## config.mk

```make
export PLATFORM = sky130hd
export DESIGN_NAME = alu_issue_stage
export DESIGN_NICKNAME = d
export VERILOG_FILES = /design/src/rtl/alu_pkg.sv /design/src/rtl/alu_ctrl_decode.sv /design/src/rtl/alu_issue_stage.sv
export SDC_FILE = /design/constraint.sdc
export NUM_CORES = 1
export LEC_CHECK = 0
export CORE_ASPECT_RATIO = 1.4
export CORE_MARGIN = 5
export CORE_UTILIZATION = 39
export DETAILED_ROUTE_END_ITERATION = 6
export PLACE_DENSITY = 0.84
export RECOVER_POWER = 25
export SKIP_LAST_GASP = 1
export SYNTH_ARGS = -nofsm -noshare
export SYNTH_HDL_FRONTEND = slang
export SYNTH_SLANG_ARGS = --single-unit
```

## constraint.sdc

```tcl
create_clock -name clk -period 2.4 [get_ports clk]
set_input_delay 0.48 -clock clk [delete_from_list [all_inputs] [get_ports clk]]
set_output_delay 0.48 -clock clk [all_outputs]
set_load 0.01 [all_outputs]
```

## src/rtl/alu_pkg.sv

```systemverilog
// Shared ALU opcode, ALUOp and funct3 encodings for the issue stage and its decoder.
package alu_pkg;

   localparam logic [3:0] ALU_AND = 4'b0000;
   localparam logic [3:0] ALU_OR  = 4'b0001;
   localparam logic [3:0] ALU_ADD = 4'b0010;
   localparam logic [3:0] ALU_SUB = 4'b0110;
   localparam logic [3:0] ALU_SLT = 4'b0111;
   localparam logic [3:0] ALU_NOR = 4'b1100;

   typedef enum logic [1:0] {
      ALUOP_ADD   = 2'b00,
      ALUOP_SUB   = 2'b01,
      ALUOP_RTYPE = 2'b10,
      ALUOP_ITYPE = 2'b11
   } aluop_e;

   localparam logic [2:0] F3_ADDSUB = 3'b000;
   localparam logic [2:0] F3_SLT    = 3'b010;
   localparam logic [2:0] F3_NOR    = 3'b100;
   localparam logic [2:0] F3_OR     = 3'b110;
   localparam logic [2:0] F3_AND    = 3'b111;

endpackage

```

## src/rtl/alu_ctrl_decode.sv

```systemverilog
// Combinational ALUOp/funct3/funct7b5 to ALUcontrol decode with unsupported-funct3 flag.
module alu_ctrl_decode
   import alu_pkg::*;
(
   input  logic [1:0] aluop,
   input  logic [2:0] funct3,
   input  logic       funct7b5,
   output logic [3:0] alucontrol,
   output logic       illegal
);

   always_comb begin
      alucontrol = ALU_ADD;
      illegal    = 1'b0;
      case (aluop_e'(aluop))
         ALUOP_ADD: alucontrol = ALU_ADD;
         ALUOP_SUB: alucontrol = ALU_SUB;
         default: begin
            case (funct3)
               // I-type shares the map but bit 30 belongs to the immediate there
               F3_ADDSUB: alucontrol = (aluop_e'(aluop) == ALUOP_RTYPE && funct7b5) ? ALU_SUB : ALU_ADD;
               F3_AND:    alucontrol = ALU_AND;
               F3_OR:     alucontrol = ALU_OR;
               F3_SLT:    alucontrol = ALU_SLT;
               F3_NOR:    alucontrol = ALU_NOR;
               default:   illegal    = 1'b1;
            endcase
         end
      endcase
   end

endmodule

```

## src/rtl/alu_issue_stage.sv

```systemverilog
// ID/EX stage feeding the ALU: decode capture, EX/MEM and MEM/WB forwarding, load-use bubbles.
module alu_issue_stage
   import alu_pkg::*;
#(
   parameter int XLEN = 32,
   parameter int REGW = 5
) (
   input  logic            clk,
   input  logic            rst_n,
   input  logic            id_valid,
   input  logic [REGW-1:0] id_rs1_addr,
   input  logic [REGW-1:0] id_rs2_addr,
   input  logic [REGW-1:0] id_rd_addr,
   input  logic [XLEN-1:0] id_rs1_data,
   input  logic [XLEN-1:0] id_rs2_data,
   input  logic [XLEN-1:0] id_imm,
   input  logic [1:0]      id_ALUOp,
   input  logic [2:0]      id_funct3,
   input  logic            id_funct7b5,
   input  logic            id_ALUSrc,
   input  logic            id_RegWrite,
   input  logic            id_MemRead,
   input  logic            stall,
   input  logic            flush,
   input  logic            exmem_RegWrite,
   input  logic [REGW-1:0] exmem_rd,
   input  logic [XLEN-1:0] exmem_result,
   input  logic            memwb_RegWrite,
   input  logic [REGW-1:0] memwb_rd,
   input  logic [XLEN-1:0] memwb_result,
   output logic [XLEN-1:0] Op1,
   output logic [XLEN-1:0] Op2,
   output logic [3:0]      ALUcontrol,
   output logic            ex_valid,
   output logic            ex_RegWrite,
   output logic            ex_MemRead,
   output logic [REGW-1:0] ex_rd,
   output logic [XLEN-1:0] ex_store_data,
   output logic            illegal_op,
   output logic            hazard_stall
);

   logic [REGW-1:0] rs1_q, rs2_q;
   logic [XLEN-1:0] rs1_data_q, rs2_data_q, imm_q;
   logic            alusrc_q;
   logic [3:0]      dec_ctrl;
   logic            dec_illegal;
   logic            advance, bubble;
   logic [XLEN-1:0] fwd1, fwd2;

   alu_ctrl_decode u_decode (
      .aluop      (id_ALUOp),
      .funct3     (id_funct3),
      .funct7b5   (id_funct7b5),
      .alucontrol (dec_ctrl),
      .illegal    (dec_illegal)
   );

   assign hazard_stall = ex_valid & ex_MemRead & (ex_rd != '0) & id_valid &
                         ((ex_rd == id_rs1_addr) | (~id_ALUSrc & (ex_rd == id_rs2_addr)));

   // Bubbles still load the datapath fields; only the control bits are zeroed.
   assign advance = flush | ~stall;
   assign bubble  = flush | hazard_stall;

   always_ff @(posedge clk or negedge rst_n) begin
      if (!rst_n) begin
         ex_valid    <= 1'b0;
         ex_RegWrite <= 1'b0;
         ex_MemRead  <= 1'b0;
         illegal_op  <= 1'b0;
         ex_rd       <= '0;
         ALUcontrol  <= '0;
         rs1_q       <= '0;
         rs2_q       <= '0;
         rs1_data_q  <= '0;
         rs2_data_q  <= '0;
         imm_q       <= '0;
         alusrc_q    <= 1'b0;
      end else if (advance) begin
         ex_valid    <= id_valid & ~bubble;
         ex_RegWrite <= id_RegWrite & ~bubble;
         ex_MemRead  <= id_MemRead & ~bubble;
         illegal_op  <= dec_illegal & ~bubble;
         ex_rd       <= id_rd_addr;
         ALUcontrol  <= dec_ctrl;
         rs1_q       <= id_rs1_addr;
         rs2_q       <= id_rs2_addr;
         rs1_data_q  <= id_rs1_data;
         rs2_data_q  <= id_rs2_data;
         imm_q       <= id_imm;
         alusrc_q    <= id_ALUSrc;
      end
   end

   always_comb begin
      fwd1 = rs1_data_q;
      if (exmem_RegWrite && exmem_rd != '0 && exmem_rd == rs1_q)
         fwd1 = exmem_result;
      else if (memwb_RegWrite && memwb_rd != '0 && memwb_rd == rs1_q)
         fwd1 = memwb_result;
   end

   always_comb begin
      fwd2 = rs2_data_q;
      if (exmem_RegWrite && exmem_rd != '0 && exmem_rd == rs2_q)
         fwd2 = exmem_result;
      else if (memwb_RegWrite && memwb_rd != '0 && memwb_rd == rs2_q)
         fwd2 = memwb_result;
   end

   assign Op1           = fwd1;
   assign Op2           = alusrc_q ? imm_q : fwd2;
   assign ex_store_data = fwd2;

endmodule
```

Word-level counts from Yosys, hierarchy flattened. Cells that the tools add are included.

Register bits after elaboration: 120. Input bits: 201. Output and inout bits: 110. Logic and storage cells: 63.

Eq/ne operators: 12. Multiplexer cells: 10. Bitwise gates (word level): 15. Reductions and logical operators: 14.

Operators with widths (count): $mux W32 (5); $eq A5 B5 Y1 (6); $pmux W4 S5 (1); $reduce_bool A5 Y1 (3); $and A1 B1 Y1 (9); $eq A3 B3 Y1 const B (3); $pmux W4 S2 (1); $logic_and A1 B1 Y1 (7); $reduce_or A5 Y1 (1); $eq A3 B2 Y1 const B (1); $logic_not A3 Y1 (1); $mux W3 (1); $not A1 Y1 (3); $or A1 B1 Y1 (3); $eq A2 B1 Y1 const B (1); $eq A2 B2 Y1 const B (1); $logic_not A2 Y1 (1); $mux W1 (2); $reduce_or A2 Y1 (1).

Depth between registers and ports, before layout. Gate-level depths: netlist of run 1.

Depth in word-level cells: 7. Gate-level depth with buffers: 7. Mapped depth without buffers: 5.

Hierarchy. From an unflattened synthesis of run 1, not the netlist that was laid out.

Cell total of the unflattened synthesis: 858. Area total of the unflattened synthesis: 6966.7 um2.

Modules (own cells, without submodules): alu_issue_stage (times used 1, cells each 848, area an instance 6895.4 um2, seq. area each 3002.9 um2); alu_ctrl_decode (times used 1, cells each 10, area an instance 71.3 um2, seq. area each 0.0 um2).

Worst setup path before layout of run 1. OpenSTA, ideal clock, no wires.

Path type: input to output. Start: input port exmem_rd[1]. End: output port Op2[22]. Arrival: 2099 ps. Required time: 1920 ps. Path slack: -179 ps. Cell stages on the path: 7. Path buffers: 2. Cell sequence: or4_1 -> o211ai_2 -> or2_1 -> buf_2 -> buf_2 -> a31oi_1 -> mux2_2.

Word-level cells in the longest chain between the ends: 5. Elaborated cells on any way between the ends: 6. Classes of those cells: eq/ne: 1; mux: 2; reduce/logical: 3.

Ends and longest elaborated chain: from (decl) (RTL line alu_issue_stage.sv:26) `input logic [REGW-1:0] exmem_rd,`; $reduce_bool A5 Y1 (RTL line alu_issue_stage.sv:106) `if (exmem_RegWrite && exmem_rd != '0 && exmem_rd == rs2_q)`; $logic_and A1 B1 Y1 (RTL line alu_issue_stage.sv:106); $logic_and A1 B1 Y1 * (RTL line alu_issue_stage.sv:106); $mux W32 * (RTL line alu_issue_stage.sv:106); via ex_store_data[22] (RTL line alu_issue_stage.sv:38) `output logic [XLEN-1:0] ex_store_data,`; $mux W32 * (RTL line alu_issue_stage.sv:113) `assign Op2 = alusrc_q ? imm_q : fwd2;`; to (decl) (RTL line alu_issue_stage.sv:32) `output logic [XLEN-1:0] Op2,`.

The timed path passes the listed nets; every way through them passes the cells marked *.

Final worst setup path of run 1.
Start: register rs2_q[0]. End: output port ex_store_data[13].

Word-level cells in the longest chain between the ends: 4. Elaborated cells on any way between the ends: 6. Classes of those cells: eq/ne: 2; mux: 2; reduce/logical: 2.

Ends and longest elaborated chain: from (decl) (RTL line alu_issue_stage.sv:43) `logic [REGW-1:0] rs1_q, rs2_q;`; from (signal assigned) (RTL line alu_issue_stage.sv:88) `rs2_q <= id_rs2_addr;`; $eq A5 B5 Y1 (RTL line alu_issue_stage.sv:108) `else if (memwb_RegWrite && memwb_rd != '0 && memwb_rd == rs2_q)`; $logic_and A1 B1 Y1 (RTL line alu_issue_stage.sv:108); $mux W32 (RTL line alu_issue_stage.sv:108); $mux W32 * (RTL line alu_issue_stage.sv:106); to (decl) (RTL line alu_issue_stage.sv:38).

Mark *: on every way between the ends. The rest lies on a longest branch, timed or not.

==> results by group, run 1 <==
Placement
  – RePlAce Congestion: roughly 0.87
  – Cell count after placement: 1519
  – PortBufs: 310
  – DP HPWL: roughly 23000 microns
  – Placed instance area: about 12000 sq um

Synthesis
  – Yosys top cell area share: about two fifths
  – Cell taking the most area after synthesis: dfrtp_1
  – Async S/R FF share, synth: 100%
  – EDFF count, synth: 0
  – Cells after Synth: 939
  – Syn_nets: between 1000 and 1500
  – Avg Synthesized Cell Area: 7.86 sq um
  – Top cells by area, synth: dfrtp_1 (41%), nand2_1 (19%), o31ai_2 (4.7%)
  – Most numerous cell in the Yosys netlist: nand2_1
  – Netlist cell types: 39
  – Top_reg_cell synth: dfrtp_1
  – Synth Register Bits: 120
  – Commonest cells post-synth: nand2_1 (374), dfrtp_1 (120), clkbuf_1 (53)
  – Post-synth design cell area: 7380 sq um
  – Number of synthesis warnings: 0
  – Sequential share of the synthesized area: between 40% and 50%

STA
  – Clock Skew: approximately 0.0035 ns
  – RSZ-0062 raised after global routing: true
  – Fin. Hold Viols: 0
  – Final Setup Violations: 96
  – Final Cycle Share: 133%
  – Worst slew pin tran: 1.16 ns
  – Fin Hold WS: about 0.24 ns
  – Fmax: 314 MHz
  – Final worst slack: -0.783 ns
  – Rel. slew slack: a little under a quarter
  – Final min period: 3.18 ns
  – Max Slew Vio Count: 0

Cells and area
  – Final non-filler cell total: 1603
  – Post-route cell area: 13600 sq um
  – Share of cells above drive strength 1: between 30% and 40%
  – Nets: 1546
  – Area grow syn2layout: 84.8%

CTS
  – TritonCTS buffer count: 17
  – H-Tree Depth: 4
  – Clk sinks: 120
  – Clock Path Buffers: 2
  – CTS tree: yes
  – Clk_lat worst skew: slightly above 0.4 ns
  – Clk root buf: clkbuf_16
  – Clk pin slew, worst setup/hold paths: ~0.06 ns

Worst setup path
  – WP buf/inv: 2
  – Crit Path Class: reg -> out
  – Crit path largest cell delay: 0.54 ns
  – CP Launch Type: register
  – Critical Path RT: 1.92 ns
  – Crit Path Max Fanout: 6
  – Reg2Reg Depth: 6
  – Worst Setup SP: rs2_q[0]
  – Worst setup EP type: output pin
  – RR Startpoint: ex_rd[3]
  – Cells along the critical path: xor2_4, or4b_4, buf_8, or3_4, a211oi_4, nor2_1, clkdlybuf4s15_1
  – R2r endpoint: ex_RegWrite
  – CP Capture Point: ex_store_data[13]
  – Crit path depth: 7
  – WP data arrival: between 2 and 3 ns
  – Crit-path leading delay family: simple AND/OR/NAND/NOR gates
  – CP max-delay cell: or4b_4
  – Flop2flop setup slack: approximately 0.8 ns

Drt
  – Routed Antenna Nets: 0
  – WL/cell: 22.1 microns
  – Vias/cell: 5.65
  – Vias: 9051
  – DR pass1 iterations: 6
  – First DRT Iteration DRCs: 814
  – WL final: ~35000 microns
  – Residual DRC: 0

Flow run
  – Maximum capacitance violations: 0

Global route
  – Largest net degree at the start of global routing: between 100 and 150
  – Vias in the first global route: 9234
  – Global-route wire length before repair: 51000 microns
  – Initial antenna violation count: 3
  – Total GRT Usage: 29.7%
  – Grt ovf: 0

Floorplan
  – Core Area: 18600 sq um
  – Chip Height: 173 microns
  – Horiz. Die Dim: 126 microns
  – Cell row count: 59
  – Full die area: 21800 sq um
  – Io pins: between 300 and 400
  – Initial core utilization: 39.7%

Power
  – Overall Power: 7.25 mW
  – Maximum VDD drop: 0.405 mV
  – Leak Pwr: 6.04 nW
  – PD cells: ~530 nW/um^2

Worst hold path
  – Hold WC Path Type: in -> async

Run status
  – Failing checks: setup timing
  – Status: finished with violations
sequential cells by signal, indices dropped and copies added (netlist names):
name	count
ALUcontrol	4
rs1_q	5
rs2_q	5
rs2_data_q	32
ex_RegWrite	1
illegal_op	1
ex_MemRead	1
alusrc_q	1
ex_valid	1
imm_q	32
rs1_data_q	32
ex_rd	5
area by class of cell:
cell class	count	area, sq um
diodes	1	2.50
inverters	3	11.3
multi-input cells	736	5150
clock inverters	14	121
clock buffers	18	439
fillers	1248	4960
repair buffers	467	4610
well taps	244	305
flip-flops and latches	120	3010
report_power, final:
group,total (mW),internal (mW),switching [mW]
logic,2.43,1.27,1.16
registers,2.35,2.19,0.158
clock network,2.48,1.46,1.02
worst min-delay path by stage:
stage	startpoint	endpoint
CTS	rst_n	imm_q[11]
global placement	rs1_data_q[19]	rs1_data_q[19]
global route	rst_n	imm_q[14]
finish	rst_n	rs2_data_q[14]
floorplan	rst_n	ALUcontrol[0]
detailed placement	rs1_data_q[23]	rs1_data_q[23]
routing by layer:
metal / share of wire, % / global-route usage, %
met1: 35 / 33.1
met2: 51 / 52.0
met3: 7.2 / 5.22
met4: 7.1 / 18.6
met5: 0.088 / 0
repair_timing:
action / CTS / global route
hold buffers: 0 / 0
pin swaps: 57 / 41
buffers inserted: 35 / 15
gates resized for setup: 511 / 110
setup endpoints to repair: 97 / 97
gates cloned: 5 / 4
cells in the final DEF (no fill, tap or decap), drive strengths merged, types with 3 or more instances in the layout:
cell	n
nor3	35
nand3	35
clkdlybuf4s50	201
nand4	3
buf	246
xnor2	18
clkdlybuf4s15	5
a32o	3
dlygate4sd2	6
a31oi	30
nand2	374
dfrtp	120
xor2	12
o31ai	32
a21oi	34
o21ai	3
clkinvlp	3
clkbuf	27
mux2	30
nor2	45
clkinv	5
nor4	31
inv	8
mux2i	32
logic make-up (layout without fill, tap and decap cells):
group,after synthesis,after routing,synth area share (%)
AOI/OAI and AO/OA,108,108,11.3
xor gates and xnor gates,30,30,3.56
buffers and inverters,83,502,4.90
DFF,120,120,40.7
muxes,62,62,8.92
other,0,1,0
and+or+nand+nor,536,536,30.6
metrics by stage:
step	setup slack, ns	util [%]	setup TNS, ns
floorplan	-0.162	-	-5.27
global placement	-1.42	63.6	-115.42
detailed placement	-1.45	63.6	-119.76
CTS	-0.800	70.2	-55.13
global route	-0.860	73.3	-59.80
finish	-0.783	73.3	-53.48
Power figures use the tool's default switching activity.
==> run 2: changes to the inputs <==
--- a/config.mk
+++ b/config.mk
@@ -8,6 +8,7 @@
 export CORE_ASPECT_RATIO = 1.4
 export CORE_MARGIN = 5
 export CORE_UTILIZATION = 39
+export CTS_BUF_LIST = sky130_fd_sc_hd__clkbuf_16
 export DETAILED_ROUTE_END_ITERATION = 6
 export PLACE_DENSITY = 0.84
 export RECOVER_POWER = 25
==> run 2 against run 1 <==
The flow still finishes with violations (setup timing). Final cell count about the same. Clock skew down 0.00057 ns. Core utilization up 0.56 points. Sequential share of layout area down 0.17 points. Sequential cell count unchanged. Largest cell class unchanged. Largest power group unchanged. Highest routed layer unchanged.
==> results by group, run 2 (same netlist as run 1, synthesis figures left out) <==
Floorplan
  – Initial core utilization: 39.7%
  – Cell row count: 59
  – Core Area: approximately 19000 sq um
  – Horiz. Die Dim: 126 microns
  – Io pins: between 300 and 400
  – Chip Height: 173 microns
  – Full die area: 21800 sq um

Cells and area
  – Commonest cells after routing, fill and taps aside: nand2_1 (374), clkdlybuf4s50_1 (201), dfrtp_1 (117), buf_4 (98), buf_6 (58)
  – Most common cell after layout, fill and taps aside: nand2_1
  – Nets: 1545
  – Final core utilization: approximately three quarters
  – Post-route cell area: 13700 sq um
  – Largest regs: imm_q: 32 flops, rs1_data_q: 32 flops, rs2_data_q: 32 flops
  – Share of cells above drive strength 1: between 30% and 40%
  – Area grow syn2layout: 86.3%

Worst setup path
  – CP Launch Type: register
  – CP max-delay cell: or4b_4
  – Worst setup EP type: output pin
  – Reg2Reg Depth: 6
  – Critical Path RT: 1.92 ns
  – Crit Path Class: reg -> out
  – RR Startpoint: ex_rd[2]
  – WP buf/inv: 3
  – WP data arrival: approximately 2.7 ns
  – Cells along the critical path: xor2_4, or4b_4, buf_8, buf_12, nor4b_2, a211oi_4, nor2_1, clkdlybuf4s15_1
  – R2r endpoint: ex_RegWrite
  – Crit-path leading delay family: simple AND/OR/NAND/NOR gates
  – Crit Path Max Fanout: 8
  – Crit path largest cell delay: 0.56 ns
  – Flop2flop setup slack: 0.83 ns

STA
  – Final Cycle Share: 133%
  – Final worst slack: -0.782 ns
  – Fin Hold WS: 0.228 ns
  – Final Setup Violations: 96
  – Fin. Hold Viols: 0
  – Rel. slew slack: 24.3%
  – Fmax: 314 MHz
  – Clock Skew: 0.00292 ns
  – Worst slew pin tran: 1.13 ns
  – Final min period: roughly 3.2 ns
  – Max Slew Vio Count: 0
  – RSZ-0062 raised after global routing: true

CTS
  – H-Tree Depth: 4
  – Clock Path Buffers: 2
  – Clk pin slew, worst setup/hold paths: 0.06 ns
  – Cts hold-fix bufs: 0
  – CTS tree: yes
  – TritonCTS buffer count: 17
  – Clk root buf: clkbuf_16
  – Clk_lat worst skew: 0.42 ns
  – Clk sinks: 120

Drt
  – Routed Antenna Nets: 0
  – Vias/cell: 5.66
  – Vias: 9084
  – Residual DRC: 0
  – DR pass1 iterations: 5
  – WL final: between 30000 and 40000 microns
  – WL/cell: 22.2 microns
  – First DRT Iteration DRCs: 778

Placement
  – DP HPWL: 22800 microns
  – PortBufs: 310
  – RePlAce Congestion: 0.873
  – Placed instance area: between 10000 and 15000 sq um
  – Setup slack at placement: -1.45 ns

Global route
  – Grt ovf: 0
  – Total GRT Usage: about 30%
  – Global-route wire length before repair: 51200 microns
  – Largest net degree at the start of global routing: 107
  – Vias in the first global route: 9243
  – Initial antenna violation count: 5

Power
  – Seq pwr share: 32.3%
  – Internal: 4.90 mW
  – Sw frac: 32.5%
  – NetSw: 2.36 mW
  – Combinational power share: about 34%
  – Leak Pwr: 6.04 nW
  – Maximum VDD drop: 0.411 mV
  – Clock share of power: 34.0%
  – PD cells: between 500 and 600 nW/um^2

Run status
  – Failing checks: setup timing
  – Status: finished with violations

Worst hold path
  – Hold WC Path Type: in -> async

Flow run
  – Maximum capacitance violations: 0
## run 2: worst max path at each step
stage	from	endpoint	cells past startpoint
floorplan	memwb_rd[4]	Op2[23]	7
global placement	memwb_rd[0]	Op2[18]	8
detailed placement	memwb_rd[0]	Op2[22]	9
CTS	rs2_q[0]	Op2[18]	9
global route	rs2_q[0]	Op2[18]	9
finish	rs2_q[0]	ex_store_data[13]	8
## run 2: power groups by stage
stage | sequential (mW) | clock (mW) | combinational, mW
floorplan | 2.32 | 0 | 0.920
global placement | 2.34 | 0 | 2.13
detailed placement | 2.35 | 0 | 2.18
CTS | 2.33 | 2.48 | 2.27
global route | 2.36 | 2.58 | 2.57
finish | 2.35 | 2.47 | 2.44
## run 2: layout make-up
| type | instances | area (sq um) |
|---|---|---|
| sequential | 120 | 3010 |
| multi-input combinational | 736 | 5220 |
| fill | 1242 | 4860 |
| clock inverter | 15 | 125 |
| tap | 244 | 305 |
| clock buffer | 17 | 425 |
| antenna | 3 | 7.51 |
| inverter | 3 | 11.3 |
| timing repair buffer | 466 | 4650 |
## run 2: stage by stage
step	TNS, ns	cells	power (mW)
2_1_floorplan	-5.27	939	3.24
3_3_place_gp	-115.42	1519	4.48
3_5_place_dp	-119.76	1519	4.53
4_1_cts	-55.35	1584	7.09
5_1_grt	-62.15	1604	7.51
6_report	-56.72	1604	7.26
## run 2: worst reg2reg max path, cell delays in order, from the launching register on
cell	delay [ns]
dfrtp_1	0.44
xnor2_1	0.18
nand3_1	0.08
nor3_1	0.22
o21ai_1	0.13
buf_4	0.16
a32o_1	0.24
## run 2: timing repair
item                                    in CTS  in global routing
gates resized for setup                    514                124
buffers inserted                            35                 11
endpoints found under the setup margin      97                 97
cloned                                       5                  7
pin swaps                                   60                 46
## run 2: layer usage
metal | part of all wire, % | global-route usage (%) | vias to the layer above
met5 | 0.087 | 0 | -
met1 | 35 | 33.2 | 4383
met3 | 7.0 | 5.19 | 158
met2 | 52 | 53.1 | 545
met4 | 6.1 | 17.2 | 4
li1 | - | - | 3994
==> run 3: changes to the inputs <==
--- a/config.mk
+++ b/config.mk
@@ -9,6 +9,7 @@
 export CORE_MARGIN = 5
 export CORE_UTILIZATION = 39
 export CTS_BUF_LIST = sky130_fd_sc_hd__clkbuf_16
+export CTS_CLUSTER_SIZE = 40
 export DETAILED_ROUTE_END_ITERATION = 6
 export PLACE_DENSITY = 0.84
 export RECOVER_POWER = 25
==> results of run 3 <==
Final layout, timing and power as in run 2 (identical DEF).
